<file path="config.mk">
export PLATFORM = sky130hd
export DESIGN_NAME = f1_start_ctrl_flat
export DESIGN_NICKNAME = d
export VERILOG_FILES = /design/src/rtl/f1_pkg.sv /design/src/rtl/f1_start_ctrl_if.sv /design/src/rtl/f1_lfsr.sv /design/src/rtl/f1_start_ctrl.sv /design/src/flat_wrapper.sv
export SDC_FILE = /design/constraint.sdc
export NUM_CORES = 1
export LEC_CHECK = 0
export CORE_ASPECT_RATIO = 1.5
export CORE_MARGIN = 4
export CORE_UTILIZATION = 36
export CTS_CLUSTER_DIAMETER = 150
export DETAILED_ROUTE_END_ITERATION = 12
export GPL_TIMING_DRIVEN = 0
export SLEW_MARGIN = 20
export SYNTH_ARGS = -nofsm -noshare
export SYNTH_HDL_FRONTEND = slang
export SYNTH_SLANG_ARGS = --single-unit
</file>
<file path="constraint.sdc">
create_clock -name clk -period 6.3 [get_ports clk]
set_clock_uncertainty 0.2 [all_clocks]
set_input_delay 1.26 -clock clk [delete_from_list [all_inputs] [get_ports clk]]
set_output_delay 1.26 -clock clk [all_outputs]
set_load 0.1 [all_outputs]
</file>
<file path="src/rtl/f1_pkg.sv">
// Shared types and constants for the F1 start-lights timing blocks.
package f1_pkg;

  typedef enum logic [1:0] {
    IDLE   = 2'b00,
    LIGHTS = 2'b01,
    HOLD   = 2'b10
  } start_state_t;

  // Feedback taps as offsets below the register width: x^W + x^(W-1) + 1.
  localparam int unsigned LfsrTapHiOff = 1;
  localparam int unsigned LfsrTapLoOff = 2;

endpackage

</file>
<file path="src/rtl/f1_start_ctrl_if.sv">
// Control/status bundle between the start controller and its requester / light FSM.
interface f1_start_ctrl_if #(
  parameter int unsigned LFSR_W = 7
);

  logic              trigger;
  logic              en;
  logic              lights_out;
  logic              busy;
  logic [LFSR_W-1:0] delay_ticks;

  modport master (
    output trigger,
    input  en,
    input  lights_out,
    input  busy,
    input  delay_ticks
  );

  modport slave (
    input  trigger,
    output en,
    output lights_out,
    output busy,
    output delay_ticks
  );

endinterface

</file>
<file path="src/rtl/f1_lfsr.sv">
// Free-running Fibonacci LFSR, advances every cycle; never reaches all-zero from a
// non-zero seed.
module f1_lfsr
  import f1_pkg::*;
#(
  parameter int unsigned       Width = 7,
  parameter logic [Width-1:0] Seed  = 1
) (
  input  logic             clk,
  input  logic             rst_n,
  output logic [Width-1:0] q
);

  localparam int unsigned TapHi = Width - LfsrTapHiOff;
  localparam int unsigned TapLo = Width - LfsrTapLoOff;

  logic [Width-1:0] q_q;
  logic [Width-1:0] q_d;

  always_comb begin
    q_d = {q_q[Width-2:0], q_q[TapHi] ^ q_q[TapLo]};
  end

  always_ff @(posedge clk or negedge rst_n) begin
    if (!rst_n) begin
      q_q <= Seed;
    end else begin
      q_q <= q_d;
    end
  end

  assign q = q_q;

endmodule

</file>
<file path="src/rtl/f1_start_ctrl.sv">
// Start-lights timing controller: N_STEPS lamp strobes one tick apart, a random hold,
// then a final lamps-out strobe with lights_out.
module f1_start_ctrl
  import f1_pkg::*;
#(
  parameter int unsigned        TICK_DIV  = 48,
  parameter int unsigned        N_STEPS   = 8,
  parameter int unsigned        LFSR_W    = 7,
  parameter logic [LFSR_W-1:0]  LFSR_SEED = 7'h01
) (
  input  logic            clk,
  input  logic            rst_n,
  f1_start_ctrl_if.slave  ctl
);

  localparam int unsigned PreW  = $clog2(TICK_DIV);
  localparam int unsigned StepW = $clog2(N_STEPS + 1);

  localparam logic [PreW-1:0]   PreMax   = PreW'(TICK_DIV - 1);
  localparam logic [StepW-1:0]  StepLast = StepW'(N_STEPS - 1);
  localparam logic [LFSR_W-1:0] HoldLast = LFSR_W'(1);

  start_state_t      state_q;
  logic [PreW-1:0]   presc_q;
  logic [StepW-1:0]  step_q;
  logic [LFSR_W-1:0] hold_q;
  logic [LFSR_W-1:0] delay_q;
  logic              trigger_q;
  logic              en_q;
  logic              lights_out_q;
  logic              busy_q;
  logic [LFSR_W-1:0] lfsr;
  logic              tick;

  f1_lfsr #(
    .Width (LFSR_W),
    .Seed  (LFSR_SEED)
  ) u_lfsr (
    .clk   (clk),
    .rst_n (rst_n),
    .q     (lfsr)
  );

  assign tick = (presc_q == PreMax);

  always_ff @(posedge clk or negedge rst_n) begin
    if (!rst_n) begin
      state_q      <= IDLE;
      presc_q      <= '0;
      step_q       <= '0;
      hold_q       <= '0;
      delay_q      <= '0;
      trigger_q    <= 1'b0;
      en_q         <= 1'b0;
      lights_out_q <= 1'b0;
      busy_q       <= 1'b0;
    end else begin
      trigger_q    <= ctl.trigger;
      en_q         <= 1'b0;
      lights_out_q <= 1'b0;
      case (state_q)
        IDLE: begin
          // Edge-qualified so a trigger held across a whole run cannot restart it.
          if (ctl.trigger && !trigger_q) begin
            state_q <= LIGHTS;
            presc_q <= '0;
            step_q  <= '0;
            busy_q  <= 1'b1;
          end
        end
        LIGHTS: begin
          if (tick) begin
            presc_q <= '0;
            en_q    <= 1'b1;
            step_q  <= step_q + StepW'(1);
            if (step_q == StepLast) begin
              state_q <= HOLD;
              delay_q <= lfsr;
              hold_q  <= lfsr;
            end
          end else begin
            presc_q <= presc_q + PreW'(1);
          end
        end
        HOLD: begin
          if (tick) begin
            presc_q <= '0;
            hold_q  <= hold_q - LFSR_W'(1);
            if (hold_q == HoldLast) begin
              en_q         <= 1'b1;
              lights_out_q <= 1'b1;
              busy_q       <= 1'b0;
              state_q      <= IDLE;
            end
          end else begin
            presc_q <= presc_q + PreW'(1);
          end
        end
        default: begin
          state_q <= IDLE;
          busy_q  <= 1'b0;
        end
      endcase
    end
  end

  assign ctl.en          = en_q;
  assign ctl.lights_out  = lights_out_q;
  assign ctl.busy        = busy_q;
  assign ctl.delay_ticks = delay_q;

  // The light FSM relies on every strobe being exactly one cycle wide.
  a_en_single : assert property (@(posedge clk) disable iff (!rst_n) en_q |=> !en_q);
  a_lo_with_en : assert property (@(posedge clk) disable iff (!rst_n) lights_out_q |-> en_q);
  a_busy_falls : assert property (@(posedge clk) disable iff (!rst_n)
                                  $fell(busy_q) |-> lights_out_q);

endmodule

</file>
<file path="src/flat_wrapper.sv">
// flat-port wrapper written by rule: the top's interface ports become plain ports
module f1_start_ctrl_flat import f1_pkg::*;
#(
  parameter int unsigned        TICK_DIV  = 48,
  parameter int unsigned        N_STEPS   = 8,
  parameter int unsigned        LFSR_W    = 7,
  parameter logic [LFSR_W-1:0]  LFSR_SEED = 7'h01
)
  (clk, rst_n, ctl_trigger, ctl_en, ctl_lights_out, ctl_busy, ctl_delay_ticks);
  f1_start_ctrl_if #(.LFSR_W(LFSR_W)) ctl_i ();
  input  logic clk;
  input  logic rst_n;
  input wire logic [$bits(ctl_i.trigger)-1:0] ctl_trigger;
  output wire logic [$bits(ctl_i.en)-1:0] ctl_en;
  output wire logic [$bits(ctl_i.lights_out)-1:0] ctl_lights_out;
  output wire logic [$bits(ctl_i.busy)-1:0] ctl_busy;
  output wire logic [$bits(ctl_i.delay_ticks)-1:0] ctl_delay_ticks;
  assign ctl_i.trigger = ctl_trigger;
  assign ctl_en = ctl_i.en;
  assign ctl_lights_out = ctl_i.lights_out;
  assign ctl_busy = ctl_i.busy;
  assign ctl_delay_ticks = ctl_i.delay_ticks;
  f1_start_ctrl #(.TICK_DIV(TICK_DIV), .N_STEPS(N_STEPS), .LFSR_W(LFSR_W), .LFSR_SEED(LFSR_SEED)) u_core (.clk(clk), .rst_n(rst_n), .ctl(ctl_i));
endmodule
</file>
# After elaboration in Yosys (flattened, before gate mapping)
# Index checks and enable logic that the tools add are counted.
# totals
out_inout_bits,10
register_bits,37
input_bits,3
wordCells,63
# classes
bitwise,2
n_mux,25
n_reduce_logical,13
eq_ne,10
addsub,3
# ops
operator,n
7-bit 2-to-1 mux,3
7-bit one-hot mux with 2 select lines,1
6-bit 2-to-1 mux,2
6-bit one-hot mux with 2 select lines,1
2-bit 2-to-1 mux,5
"2-bit by 1-bit != test with 1-bit output, second input constant",5
4-bit 2-to-1 mux,2
4-bit one-hot mux with 2 select lines,1
4-bit AND reduction,2
"7-bit by 1-bit == test with 1-bit output, second input constant",1
1-bit 2-to-1 mux,7
"7-bit by 1-bit subtractor with 7-bit output, second input constant",1
"6-bit by 1-bit adder with 6-bit output, second input constant",1
"6-bit == test, second input constant",1
2-bit one-hot mux with 3 select lines,1
3-bit AND reduction,2
2-bit nonzero test,3
5-bit AND reduction,1
"4-bit by 1-bit adder with 4-bit output, second input constant",1
"4-bit by 3-bit == test with 1-bit output, second input constant",1
1-bit one-hot mux with 3 select lines,1
"2-bit by 1-bit == test with 1-bit output, second input constant",1
"2-bit == test, second input constant",1
2-bit zero test,1
other kinds (7),7

# Logic depth before layout (Yosys ltp)
# logic_depth
depth_word,4
depth_mapped,7

# By module
# From an unflattened synthesis, not the netlist that was laid out.
# unflattened
cells_unflattened,178
area_unflattened_um2,1856.8
# by_module_without_submodules
mod,cells_per_inst,area_per_inst_um2,instances,seq_area_each_um2
f1_start_ctrl,164,1626.6,1,750.7
f1_lfsr,14,230.2,1,176.4

# Worst setup path after synthesis
# OpenSTA, ideal clock, no wires.
# synth_path
kind,input-to-reg
from,input ctl_trigger
to,register u_core.state_q[0]
path_buffers,1
path_slack_ps,3746
stages,5
arrival_ps,2230
path_cell_list,nand2b_1 > clkbuf_1 > and2_1 > a221oi_1 > mux2_2
# synth_between
elab_chain_cells,3
# synth_lines
item,line_no,source
"start, declared",flat_wrapper.sv:13,input wire logic [$bits(ctl_i.trigger)-1:0] ctl_trigger;
1-bit logical AND,f1_start_ctrl.sv:64,if (ctl.trigger && !trigger_q) begin
2-bit by 1-bit != test with 1-bit output (no line),--,
5-bit AND reduction (no line),--,
"end signal, assigned",f1_start_ctrl.sv:65,state_q <= LIGHTS;
"end signal, assigned",f1_start_ctrl.sv:77,state_q <= HOLD;
"end signal, assigned",f1_start_ctrl.sv:93,state_q <= IDLE;
"end, declared",f1_start_ctrl.sv:23,start_state_t state_q;
# Every way passes these cells.
# A chain may end at the register's enable or synchronous reset.

# Worst setup path after layout
# layout_path
from,register u_core.delay_q[6] (netlist: u_core.ctl.delay_ticks[6])
to,output ctl_delay_ticks[6]
# layout_lines
item,line_no,source
"start, declared",f1_start_ctrl.sv:27,logic [LFSR_W-1:0] delay_q;
"start signal, assigned",f1_start_ctrl.sv:78,delay_q <= lfsr;
"end, declared",flat_wrapper.sv:17,output wire logic [$bits(ctl_i.delay_ticks)-1:0] ctl_delay_ticks;
# No word-level cell between the ends.

==> flow_summary_export.csv <==
group,metric,value,unit
run_status,status,"complete, no violations",
floorplanning,design.die.area,6550,sq um
setup_path,path_class,"flop to output pin",
synth,syn-instance-count,175,
setup_path,path_depth,1,
floorplanning,die_h,97.1,microns
synth,synth_top_area_cell,"dfrtp_1",
grt,grt_max_degree,25,
synth,synth-simple-area-share,13.6,%
synth,ys_seq_area_share,48.7,%
sta,hold_slack,0.207,ns
synth,synth_xor_area_share,0.460,%
synth,muxShareOfSynthArea,8.80,%
floorplanning,core,5120,sq um
power_and_ir_drop,p_int,466,uW
synth,synth_edf_count,0,
finish,postLayoutCellArea,2220,sq um
sta,hold_viol_final,0,
floorplanning,die_x,67.4,microns
finish,post-route-util,43.2,%
routing,dr.first_iter.drc_count,74,
placement,placed_area,2130,sq um
routing,vias,1433,
routing,drcViolationCount,0,
setup_path,slowest_delay,1.14,ns
grt,grt.total_usage,13.8,%
routing,ant_nets,0,
placement,dp_hpwl,3010,microns
grt,antenna_found_initial,0,
finish,syn_to_final_growth,16.3,%
floorplanning,num_io_pins,13,
clocking,cts_tree,"yes",
power_and_ir_drop,power.share.clock,20.5,%
synth,postSynthAreaPerCell,10.9,sq um
synth,ys_ff_latch,37,
setup_path,arrival,1.79,ns
grt,grt_overflow,0,
sta,rsz0062_at_grt,"false",
power_and_ir_drop,p_seq_share,42.8,%
routing,firstDrtPassIters,4,
clocking,cts_resized,0,
synth,async_flop_share,100,%
synth,synth_nets,185,
synth,synthTopCellsByCount,"dfrtp_1 (36), nand2_1 (14), a21oi_1 (11), o21ai_0 (11), inv_1 (8)",
grt,grt_pass1_vias,1439,
min_path,hold_path_depth,0,
routing,drt-wirelength-per-cell,15.5,microns
setup_path,slowest_stage,"clkdlybuf4s50_1",
clocking,numCtsBuffers,5,
routing,vias_per_cell,5.43,
finish,drive_above_1_share,12.2,%
sta,slew_headroom,35.2,%
clocking,clock_latency,0.29,ns
sta,max_freq,308,MHz
clocking,h-tree-depth,2,
setup_path,r2r.worst_path.cells,7,
grt,grt_pass1_wl,6900,microns
synth,synth-main-ff-cell,"dfrtp_1",
setup_path,worst_setup_path_start_kind,"flop",
synth,synth_top_family_by_area,"compound AO/OA/AOI/OAI gates",
sta,tns,0,ns
clocking,clk_pin_slew,0.07,ns
synth,yosysWarnings,0,
clocking,ctsHoldBuffers,0,
placement,buffer_ports.inserted,12,
clocking,post_cts_buffers,0,
sta,tightest_slew,0.969,ns
synth,synth.most_common_cell,"dfrtp_1",
synth,synthAdderAreaFrac,4.60,%
synth,synth_top_area_share,47.3,%
setup_path,crit_family,"buffers and inverters",
placement,gp_congestion,0.794,
routing,wl,4100,microns
power_and_ir_drop,ir_worst_vdd,121,uV
synth,synth_area_leaders,"dfrtp_1 (47%), mux2_4 (5.5%), ha_1 (4.6%), a21oi_1 (2.9%), o21ai_0 (2.9%)",
synth,synth_area,1910,sq um
sta,min_period,3.25,ns
setup_path,crit_path_end_kind,"output pin",
clocking,root_buffer,"clkbuf_8",
setup_path,crit_path_max_fanout,2,
finish,diodes,0,
power_and_ir_drop,leakage,0.983,nW
setup_path,critPathBufInv,1,
floorplanning,start_util,37.2,%
power_and_ir_drop,cellPowerDensity,348,nW/um^2
synth,synth-compound-area-share,20.0,%
job,maxCapViolations,0,
sta,slew_viol_final,0,
power_and_ir_drop,switchingPower,306,uW
finish,final_net_count,205,
sta,setup_violations,0,
floorplanning,rows,32,
setup_path,cp.required,4.84,ns
setup_path,crit_chain,"clkdlybuf4s50_1",
power_and_ir_drop,switching_share,39.7,%
min_path,min_path_type,"flop to flop",
power_and_ir_drop,comb_power_share,36.7,%
synth,ys_types,44,
clocking,cts.sinks,37,
clocking,clock_path_buffers,2,
sta,fin_crit_sh,51.5,%
## routing by layer
metal	wire, microns	part of all wire, %	track usage, %	vias to the layer above
met1	1660	41	16.2	708
met3	157	3.8	3.24	5
met4	81	2.0	5.63	0
met5	0	0	0	-
met2	2200	54	23.3	31
li1	-	-	-	689
## cell usage in the layout, fill, tap and decap left out, types with 2 or more instances in the layout
| cell | synthesis | layout |
|---|---|---|
| ha_1 | 7 | 7 |
| a22o_1 | 2 | 2 |
| and2_1 | 3 | 3 |
| o21ai_0 | 11 | 11 |
| o31ai_1 | 3 | 3 |
| nand2_1 | 14 | 14 |
| and4b_1 | 2 | 2 |
| a21boi_0 | 2 | 2 |
| o2bb2ai_1 | 5 | 5 |
| a2bb2oi_1 | 3 | 3 |
| a221oi_1 | 3 | 3 |
| buf_6 | 2 | 2 |
| nor2_1 | 6 | 6 |
| a211oi_1 | 5 | 5 |
| nand3_1 | 7 | 7 |
| dfrtp_1 | 36 | 36 |
| a21oi_1 | 11 | 11 |
| mux2i_1 | 4 | 4 |
| clkdlybuf4s50_1 | 0 | 11 |
| nand4_1 | 3 | 3 |
| inv_1 | 8 | 8 |
| clkinv_2 | 0 | 2 |
| mux2_2 | 2 | 2 |
| clkbuf_8 | 0 | 5 |
| clkbuf_1 | 6 | 7 |
| mux2_4 | 7 | 7 |
| nor2b_1 | 3 | 3 |
## worst paths after layout
| path | start | to | slack (ns) |
|---|---|---|---|
| max | u_core.ctl.delay_ticks[6] | ctl_delay_ticks[6] | 3.05 |
| min | u_core.u_lfsr.q[3] | u_core.u_lfsr.q[4] | 0.21 |
| max reg2reg | u_core.state_q[0] | u_core.hold_q[3] | 4.04 |
| min reg2reg | u_core.u_lfsr.q[3] | u_core.u_lfsr.q[4] | 0.21 |
| max in group asynchronous | rst_n | u_core.u_lfsr.q[0] | 4.71 |
| min in group asynchronous | rst_n | u_core.hold_q[4] | 0.67 |
## metrics by stage
| stage | setup slack (ns) | cells | total power [mW] |
|---|---|---|---|
| after floorplan | 3.75 | 175 | 0.539 |
| after global placement | 2.88 | 255 | 0.615 |
| after detailed placement | 3.03 | 256 | 0.619 |
| after CTS | 3.04 | 264 | 0.783 |
| after global routing | 3.01 | 264 | 0.829 |
| final | 3.05 | 264 | 0.771 |
## area by class of cell
type	count	area (sq um)
Buffer	8	45.0
Clock buffer	6	72.6
Clock inverter	2	10.0
Fill cell	537	2910
Inverter	8	30.0
Multi-Input combinational cell	122	903
Sequential cell	37	927
Tap cell	68	85.1
Timing Repair Buffer	13	143
## power by group through the flow
stage	sequential (mW)	combinational, mW	clock, mW
finish	0.330	0.283	0.158
global route	0.337	0.315	0.177
CTS	0.329	0.287	0.167
detailed placement	0.333	0.286	0
global placement	0.333	0.282	0
floorplan	0.341	0.197	0
## logic make-up (layout without fill, tap and decap cells)
kind of cell	Yosys count	in the layout
compound gates	54	54
simple gates	47	47
flops	37	37
buf+inv	16	37
mux	13	13
fa+ha+maj	7	7
xor+xnor	1	1
## flip-flops by register name (all words and copies together) (netlist names)
register,flops
u_core.ctl.delay_ticks,7
u_core.hold_q,7
u_core.u_lfsr.q,7
u_core.presc_q,6
u_core.step_q,4
u_core.state_q,2
u_core.ctl.busy,1
u_core.ctl.en,1
u_core.ctl.lights_out,1
u_core.trigger_q,1
Power figures use the tool's default switching activity.
